[config.mk]
export PLATFORM = sky130hd
export DESIGN_NAME = adder_error_monitor_flat
export DESIGN_NICKNAME = d
export VERILOG_FILES = /design/src/rtl/adder_error_monitor_if.sv /design/src/rtl/adder_error_monitor.sv /design/src/flat_wrapper.sv
export SDC_FILE = /design/constraint.sdc
export NUM_CORES = 1
export LEC_CHECK = 0
export CAP_MARGIN = 20
export CORE_ASPECT_RATIO = 1.1
export CORE_UTILIZATION = 25
export DETAILED_ROUTE_END_ITERATION = 8
export PLACE_DENSITY_LB_ADDON = 0.2
export SLEW_MARGIN = 20
export SYNTH_ARGS = -nofsm -noshare
export SYNTH_HDL_FRONTEND = slang
export SYNTH_SLANG_ARGS = --single-unit
[constraint.sdc]
create_clock -name clk -period 3.15 [get_ports clk]
set_input_delay 0.315 -clock clk [delete_from_list [all_inputs] [get_ports clk]]
set_output_delay 0.315 -clock clk [all_outputs]
set_load 0.01 [all_outputs]
[src/rtl/adder_error_monitor_if.sv]
// Pair-in / metrics-out bus between the prefix adders, the error monitor and its consumer.
// master drives pairs and res_ready; slave (the monitor) drives in_ready and the metrics.
interface adder_error_monitor_if #(
  parameter int W         = 17,
  parameter int N_SAMPLES = 1024,
  parameter int CNT_W     = $clog2(N_SAMPLES + 1),
  parameter int ACC_W     = W + CNT_W
);
  logic             in_valid;
  logic             in_ready;
  logic [W-1:0]     exact_sum;
  logic [W-1:0]     approx_sum;
  logic             res_valid;
  logic             res_ready;
  logic [CNT_W-1:0] err_count;
  logic [ACC_W-1:0] sum_ed;
  logic [W-1:0]     max_ed;

  modport master (
    output in_valid, exact_sum, approx_sum, res_ready,
    input  in_ready, res_valid, err_count, sum_ed, max_ed
  );

  modport slave (
    input  in_valid, exact_sum, approx_sum, res_ready,
    output in_ready, res_valid, err_count, sum_ed, max_ed
  );
endinterface

[src/rtl/adder_error_monitor.sv]
// Windowed exact-vs-approximate adder error metrics; 2-stage pipe, 1 pair/cycle,
// in_ready drops once the window is full, metrics held in DONE until res_ready.
module adder_error_monitor #(
  parameter int W         = 17,
  parameter int N_SAMPLES = 1024,
  parameter int CNT_W     = $clog2(N_SAMPLES + 1),
  parameter int ACC_W     = W + CNT_W
) (
  input  logic                clk,
  input  logic                rst_n,
  input  logic                start,
  output logic                busy,
  adder_error_monitor_if.slave bus
);

  localparam logic [CNT_W-1:0] N_FULL = CNT_W'(N_SAMPLES);

  typedef enum logic [1:0] {
    S_IDLE = 2'd0,
    S_RUN  = 2'd1,
    S_DONE = 2'd2
  } state_t;

  state_t           state_q, state_d;
  logic [CNT_W-1:0] accepted_q, accepted_d;
  logic             s1_valid_q, s1_valid_d;
  logic [W-1:0]     s1_ed_q, s1_ed_d;
  logic             s1_err_q, s1_err_d;
  logic [CNT_W-1:0] err_count_q, err_count_d;
  logic [ACC_W-1:0] sum_ed_q, sum_ed_d;
  logic [W-1:0]     max_ed_q, max_ed_d;
  logic             in_ready_q, in_ready_d;
  logic             res_valid_q, res_valid_d;
  logic             hs;
  logic [W-1:0]     ed;

  always_comb begin
    state_d     = state_q;
    accepted_d  = accepted_q;
    s1_valid_d  = 1'b0;
    s1_ed_d     = s1_ed_q;
    s1_err_d    = s1_err_q;
    err_count_d = err_count_q;
    sum_ed_d    = sum_ed_q;
    max_ed_d    = max_ed_q;
    res_valid_d = 1'b0;
    hs          = bus.in_valid && in_ready_q;
    ed          = (bus.exact_sum >= bus.approx_sum) ? (bus.exact_sum - bus.approx_sum)
                                                    : (bus.approx_sum - bus.exact_sum);

    unique case (state_q)
      S_IDLE: begin
        if (start) begin
          state_d     = S_RUN;
          accepted_d  = '0;
          err_count_d = '0;
          sum_ed_d    = '0;
          max_ed_d    = '0;
        end
      end
      S_RUN: begin
        if (hs) begin
          s1_valid_d = 1'b1;
          s1_ed_d    = ed;
          s1_err_d   = (bus.exact_sum != bus.approx_sum);
          accepted_d = accepted_q + CNT_W'(1);
        end
        if (s1_valid_q) begin
          sum_ed_d    = sum_ed_q + ACC_W'(s1_ed_q);
          err_count_d = err_count_q + CNT_W'(s1_err_q);
          if (s1_ed_q > max_ed_q) max_ed_d = s1_ed_q;
          // accepted only reaches N_FULL on the final handshake, so this is the last pair
          if (accepted_q == N_FULL) state_d = S_DONE;
        end
      end
      S_DONE: begin
        // res_valid lags entry into DONE by one cycle; leave only once it has been seen
        if (res_valid_q && bus.res_ready) state_d = S_IDLE;
        else                              res_valid_d = 1'b1;
      end
      default: state_d = S_IDLE;
    endcase

    in_ready_d = (state_d == S_RUN) && (accepted_d < N_FULL);
  end

  always_ff @(posedge clk) begin
    if (!rst_n) begin
      state_q     <= S_IDLE;
      accepted_q  <= '0;
      s1_valid_q  <= 1'b0;
      s1_ed_q     <= '0;
      s1_err_q    <= 1'b0;
      err_count_q <= '0;
      sum_ed_q    <= '0;
      max_ed_q    <= '0;
      in_ready_q  <= 1'b0;
      res_valid_q <= 1'b0;
    end else begin
      state_q     <= state_d;
      accepted_q  <= accepted_d;
      s1_valid_q  <= s1_valid_d;
      s1_ed_q     <= s1_ed_d;
      s1_err_q    <= s1_err_d;
      err_count_q <= err_count_d;
      sum_ed_q    <= sum_ed_d;
      max_ed_q    <= max_ed_d;
      in_ready_q  <= in_ready_d;
      res_valid_q <= res_valid_d;
    end
  end

  assign busy          = (state_q != S_IDLE);
  assign bus.in_ready  = in_ready_q;
  assign bus.res_valid = res_valid_q;
  assign bus.err_count = err_count_q;
  assign bus.sum_ed    = sum_ed_q;
  assign bus.max_ed    = max_ed_q;

endmodule

[src/flat_wrapper.sv]
// flat-port wrapper written by rule: the top's interface ports become plain ports
module adder_error_monitor_flat 
#(
  parameter int W         = 17,
  parameter int N_SAMPLES = 1024,
  parameter int CNT_W     = $clog2(N_SAMPLES + 1),
  parameter int ACC_W     = W + CNT_W
)
  (clk, rst_n, start, busy, bus_in_valid, bus_exact_sum, bus_approx_sum, bus_res_ready, bus_in_ready, bus_res_valid, bus_err_count, bus_sum_ed, bus_max_ed);
  adder_error_monitor_if #(.W(W), .N_SAMPLES(N_SAMPLES), .CNT_W(CNT_W), .ACC_W(ACC_W)) bus_i ();
  input  logic clk;
  input  logic rst_n;
  input  logic start;
  output logic busy;
  input wire logic [$bits(bus_i.in_valid)-1:0] bus_in_valid;
  input wire logic [$bits(bus_i.exact_sum)-1:0] bus_exact_sum;
  input wire logic [$bits(bus_i.approx_sum)-1:0] bus_approx_sum;
  input wire logic [$bits(bus_i.res_ready)-1:0] bus_res_ready;
  output wire logic [$bits(bus_i.in_ready)-1:0] bus_in_ready;
  output wire logic [$bits(bus_i.res_valid)-1:0] bus_res_valid;
  output wire logic [$bits(bus_i.err_count)-1:0] bus_err_count;
  output wire logic [$bits(bus_i.sum_ed)-1:0] bus_sum_ed;
  output wire logic [$bits(bus_i.max_ed)-1:0] bus_max_ed;
  assign bus_i.in_valid = bus_in_valid;
  assign bus_i.exact_sum = bus_exact_sum;
  assign bus_i.approx_sum = bus_approx_sum;
  assign bus_i.res_ready = bus_res_ready;
  assign bus_in_ready = bus_i.in_ready;
  assign bus_res_valid = bus_i.res_valid;
  assign bus_err_count = bus_i.err_count;
  assign bus_sum_ed = bus_i.sum_ed;
  assign bus_max_ed = bus_i.max_ed;
  adder_error_monitor #(.W(W), .N_SAMPLES(N_SAMPLES), .CNT_W(CNT_W), .ACC_W(ACC_W)) u_core (.clk(clk), .rst_n(rst_n), .start(start), .busy(busy), .bus(bus_i));
endmodule
### Word-level counts from Yosys, hierarchy flattened

Index checks and enable logic that the tools add are counted.

* word-level logic and storage cells: 58
* register bits after elaboration: 90
* output and inout port bits: 59

* reduce and logical (&&, ||, !) cells: 11
* mux-type cells: 21
* magnitude comparators: 3
* equality and inequality tests: 8
* $add $sub $neg: 5

Operators with widths (count)
* $mux 17: 4
* $mux 28: 2
* $pmux 28 s2: 1
* $mux 11: 4
* $pmux 11 s2: 2
* $pmux 17 s2: 1
* $sub 17x17->17: 2
* $add 28x17->28: 1
* $ge 17x17->1: 1
* $gt 17x17->1: 1
* $ne 17x17->1: 1
* $add 11x1->11: 1
* $add 11x1->11 const B: 1
* $eq 11x11->1 const B: 1
* $lt 11x11->1 const B: 1
* $mux 2: 4
* $pmux 2 s3: 1
* $reduce_and 2->1: 3
* $eq 2x1->1 const B: 2
* $ne 2x1->1 const B: 2
* $reduce_and 4->1: 1
* $reduce_bool 2->1: 2
* $logic_and 1x1->1: 3
* $reduce_and 3->1: 1
* 4 further kinds: 5

### Depth between registers and ports, before layout

* depth in word-level cells: 6
* gate-level depth with buffers: 13
* mapped depth without buffers: 11

### Worst setup path before layout

No wires, ideal clock.

* path kind: in2reg
* start point: input bus_approx_sum[14]
* end point: register u_core.s1_ed_q[14]
* setup time: 0.126 ns
* slack: 0.429 ns
* required time: 3.024 ns
* cell stages on the path: 13
* arrival time: 2.596 ns
* cell sequence: inv_1 > ha_1 > buf_6 > and3_4 > and3_1 > buf_6 > and3_4 > a211o_4 > a21oi_4 > buf_6 > mux2i_1 > o211ai_2 > nor3b_1

* cells in the longest elaborated chain, start to end: 2
* elaborated cells on any way between the ends: 4
* classes of those cells: add/sub (2); order compare (1); mux (1)

RTL lines
* from (decl): RTL line flat_wrapper.sv:17 `input wire logic [$bits(bus_i.approx_sum)-1:0] bus_approx_sum;`
* $sub 17x17->17 (tied with other cells): RTL line adder_error_monitor.sv:49 `: (bus.approx_sum - bus.exact_sum);`
* $mux 17 *: RTL line adder_error_monitor.sv:48 `ed = (bus.exact_sum >= bus.approx_sum) ? (bus.exact_sum - bus.approx_sum)`
* to (signal assigned): RTL line adder_error_monitor.sv:92 `s1_ed_q <= '0;`
* to (signal assigned): RTL line adder_error_monitor.sv:103 `s1_ed_q <= s1_ed_d;`
* to (decl): RTL line adder_error_monitor.sv:27 `logic [W-1:0] s1_ed_q, s1_ed_d;`

Mark *: on every way between the ends. The rest lies on a longest branch, timed or not.
A chain may end at the register's enable or synchronous reset.

### Worst setup path after layout

* start point: input bus_approx_sum[12]
* end point: register u_core.s1_ed_q[14]

Same word-level chain as after synthesis.

==> results by group <==
Yosys
  • EDFF count, synth: 0
  • Syn Std Cell Area: between 6000 and 7000 um^2
  • Leading post-synthesis cells by cell area: sky130_fd_sc_hd__dfxtp_1 (27%), sky130_fd_sc_hd__ha_1 (13%), sky130_fd_sc_hd__nor2_1 (5.6%)
  • Cell type with the largest total area after synthesis: sky130_fd_sc_hd__dfxtp_1
  • Post-Synth Adder-Cell Area: roughly 14%
  • Number of library cell types mapped by synthesis: 71
  • Number of instances in the synthesized netlist: between 800 and 900
  • Syn avg cell area: roughly 8 um^2
  • XOR/XNOR share of the synthesized area: approximately 3.9%
  • Combinational family with the most area after synthesis: compound AO/OA/AOI/OAI gates
  • Net Count, Synth: about 960
  • Top-area cell type share of the netlist area: between 20% and 30%
  • Post-synthesis sequential element count: 90
  • YS warnings: 0
  • Area share of and/or/nand/nor cells after synthesis: between 20% and 30%
  • Share of async-settable or async-resettable flops after synthesis: 0%
  • Compound-gate portion of the synthesized area: 24.6%
  • Most common flop cell mapped by yosys: sky130_fd_sc_hd__dfxtp_1
  • Mux cell area share after synthesis: 2.45%
  • Sequential element share of the synthesized area: 27.3%

Drt
  • Post-route ant nets: 0
  • First-pass iteration count of the detailed router: 4
  • Number of remaining DRC errors: 0
  • Routed via count divided by cell count: approximately 4.8
  • Aggregate routed wire length: ~19000 um
  • Per-cell routed wire length: 14.3 um
  • Vias: 6388
  • First DRT Iteration DRCs: 237

Cells and area
  • Area of all sequential standard cells: roughly 1800 um^2
  • Synth-to-Final Area Change: 31.7%
  • Multi-input gate area: about 4400 um^2
  • Antenna Cells: 0
  • Count of filler cells inserted in the layout: 2744
  • Most frequent cells in the layout: sky130_fd_sc_hd__nor2_1 (97), sky130_fd_sc_hd__clkdlybuf4s50_1 (97), sky130_fd_sc_hd__dfxtp_1 (90), sky130_fd_sc_hd__inv_1 (74), sky130_fd_sc_hd__ha_1 (71)
  • Final net count: 1100
  • Fraction of layout cells with a size suffix above 1: under 10%

STA
  • Worst slew pin tran: between 0.5 and 0.6 ns
  • Post-route setup slack: 0.203 ns
  • Final setup violation count: 0
  • Number of max-slew violations in the final report: 0
  • Final Cycle Share: between 90% and 100%
  • Min cycle time layout: between 2 and 3 ns
  • Peak Freq: 0.339 GHz
  • Worst setup skew after layout: 0.00830 ns
  • Final Hold Fails: 0
  • Sum of negative setup slack: 0 ns
  • Unrepaired setup endpoints after global routing: no
  • Worst slew margin relative to its limit: around 61%

Floorplan
  • Starting Density: approximately a quarter
  • Die footprint: approximately 27000 um^2
  • Chip height: between 150 and 200 um
  • Ports placed on the boundary: between 90 and 100
  • Area of the placeable core: 25600 um^2
  • Number of placement rows: 61
  • Die width: 157 um

Worst hold path
  • Class of the worst hold path: reg2reg

Setup path
  • Data arrival, critical path: approximately 3.2 ns
  • Cells along the critical path: clkdlybuf4s50_1 > inv_1 > ha_1 > a21oi_1 > o21ai_1 > a221o_1 > a211o_4 > a21oi_4 > buf_4 > mux2i_1 > o211ai_2 > nor3b_1
  • Endpoint type of the worst setup path: register
  • Critical Path Source Type: input port
  • Slowest CP cell: sky130_fd_sc_hd__clkdlybuf4s50_1
  • Path type of the worst setup path: in2reg
  • Crit path required time: about 3.4 ns
  • Largest fanout on the critical path: 5
  • CP peak stage delay: roughly 0.47 ns

Power
  • VDD IR-drop max: about 0.25 mV
  • PD cells: ~350 nW/um^2
  • Leakage Power: around 3.7 nW

Clock network
  • # H-tree levels: 3
  • Total setup buffers inserted after CTS: 0
  • Root cell of the clock tree: sky130_fd_sc_hd__clkbuf_16
  • Largest buffer count on any clock path: 2
  • Clock network latency to the later pin of the worst-skew pair: 0.35 ns
  • Post-cts resize count: 0
  • Hold Buf Count CTS: 0
  • CTS tree: built
  • Total clock buffers created by CTS: 9
  • Clock edge transition at the registers on the reported setup and hold paths: about 0.070 ns
  • Number of sinks on the clock net: 90

GRT
  • Wire length of the first global-routing pass: about 31000 um
  • Sum of overflow across all layers after global routing: 0
  • Largest net degree at the start of global routing: 32
  • Vias in the first global route: approximately 6200
  • Global-route total usage across every layer: roughly 15%
  • Number of antenna violations at the first check in global routing: 0

Run
  • Number of max-capacitance violations reported: 0

Placement
  • Number of buffers inserted by port buffering: 97
  • Sum of net half-perimeters after detailed placement: approximately 15000 um
  • Routability congestion estimate: ~0.86
  • Worst slack, placed: -0.130 ns

Status
  • Outcome: completed
## worst max-delay path, delay by kind of cell
family | cells | cell delay, ns
adders and majority gates | 1 | 0.34
buffers and inverters | 3 | 0.70
muxes | 1 | 0.28
AOI/OAI and AO/OA | 6 | 1.37
and+or+nand+nor | 1 | 0.15
## worst paths after layout
check	start	end	slack (ns)	cells after the start
max reg2reg	u_core.s1_ed_q[0]	u_core.bus.sum_ed[26]	0.53	12
min	u_core.bus.sum_ed[27]	u_core.bus.sum_ed[27]	0.49	2
min reg2reg	u_core.bus.sum_ed[27]	u_core.bus.sum_ed[27]	0.49	2
max	bus_approx_sum[12]	u_core.s1_ed_q[14]	0.20	12
## sequential cells by signal, indices dropped and copies added (netlist names)
register	count
u_core.bus.res_valid	1
u_core.bus.err_count	11
u_core.s1_valid_q	1
u_core.bus.max_ed	17
u_core.s1_ed_q	17
u_core.accepted_q	11
u_core.s1_err_q	1
u_core.bus.in_ready	1
u_core.bus.sum_ed	28
u_core.state_q	2
## cell type report
class                      instances  area share (%)
clock buffer                       9            2.60
clock inverter                     7            1.14
inverter                          74            3.20
multi-input combinational        648            50.2
sequential                        90            20.8
tap                              346            4.99
timing repair buffer             164            17.1
## synth_stat cells, types with 2 or more instances
master	number
sky130_fd_sc_hd__nor2_1	98
sky130_fd_sc_hd__dfxtp_1	90
sky130_fd_sc_hd__inv_1	74
sky130_fd_sc_hd__ha_1	71
sky130_fd_sc_hd__a21oi_1	68
sky130_fd_sc_hd__nand2_1	58
sky130_fd_sc_hd__o21ai_0	50
sky130_fd_sc_hd__and3_1	28
sky130_fd_sc_hd__nand3_1	25
sky130_fd_sc_hd__o21a_1	24
sky130_fd_sc_hd__clkbuf_1	23
sky130_fd_sc_hd__a21o_1	16
sky130_fd_sc_hd__mux2i_1	15
sky130_fd_sc_hd__or3_1	15
sky130_fd_sc_hd__xor2_1	15
sky130_fd_sc_hd__xnor2_1	14
sky130_fd_sc_hd__a211oi_1	11
sky130_fd_sc_hd__nand4_1	10
sky130_fd_sc_hd__nor3_1	10
sky130_fd_sc_hd__a31oi_1	9
sky130_fd_sc_hd__o211ai_1	9
sky130_fd_sc_hd__a22oi_1	8
sky130_fd_sc_hd__nor2b_1	8
sky130_fd_sc_hd__and2_1	7
sky130_fd_sc_hd__nor4_1	7
sky130_fd_sc_hd__nand2b_1	6
sky130_fd_sc_hd__a311oi_1	5
sky130_fd_sc_hd__a32oi_1	5
sky130_fd_sc_hd__a21boi_0	4
sky130_fd_sc_hd__buf_2	4
sky130_fd_sc_hd__buf_6	4
sky130_fd_sc_hd__o31ai_1	4
sky130_fd_sc_hd__fa_1	3
sky130_fd_sc_hd__o31a_1	3
sky130_fd_sc_hd__a211o_1	2
sky130_fd_sc_hd__a221o_1	2
sky130_fd_sc_hd__a221oi_1	2
sky130_fd_sc_hd__and3_4	2
sky130_fd_sc_hd__nand3b_1	2
sky130_fd_sc_hd__o2111ai_1	2
sky130_fd_sc_hd__o21ai_1	2
## stage by stage
stage	instances	total power, mW	util [%]	instance area, um^2	hold slack [ns]
2_1_floorplan	845	1.58	-	6590	0.458
3_3_place_gp	1322	1.87	32.7	8350	0.471
3_5_place_dp	1322	1.86	32.7	8350	0.483
4_1_cts	1338	3.07	33.9	8680	0.492
5_1_grt	1338	3.18	33.9	8680	0.500
6_report	1338	3.02	33.9	8680	0.492
## metal layers
| metal | up-vias | global-route usage [%] | wire length, um |
|---|---|---|---|
| met3 | 13 | 1.85 | 608 |
| met5 | - | 0 | 0 |
| met1 | 2964 | 19.4 | 9370 |
| met4 | 0 | 4.43 | 227 |
| li1 | 3300 | - | - |
| met2 | 111 | 25.0 | 8980 |
## where the power goes
group | internal (mW) | switching, mW | leakage, nW | total [mW]
Sequential | 1.15 | 0.0152 | 0.726 | 1.16
Combinational | 0.314 | 0.362 | 2.78 | 0.676
Clock | 0.702 | 0.483 | 0.157 | 1.19
Total | 2.16 | 0.859 | 3.66 | 3.02
## cells by family after synthesis
group / after synthesis
XOR/XNOR: 29
flip-flops: 90
AND/OR/NAND/NOR: 283
AO/OA/AOI/OAI: 246
multiplexers: 16
adder cells (fa/ha/maj): 74
buffers and inverters: 107
(Power assumes the default switching activity.)
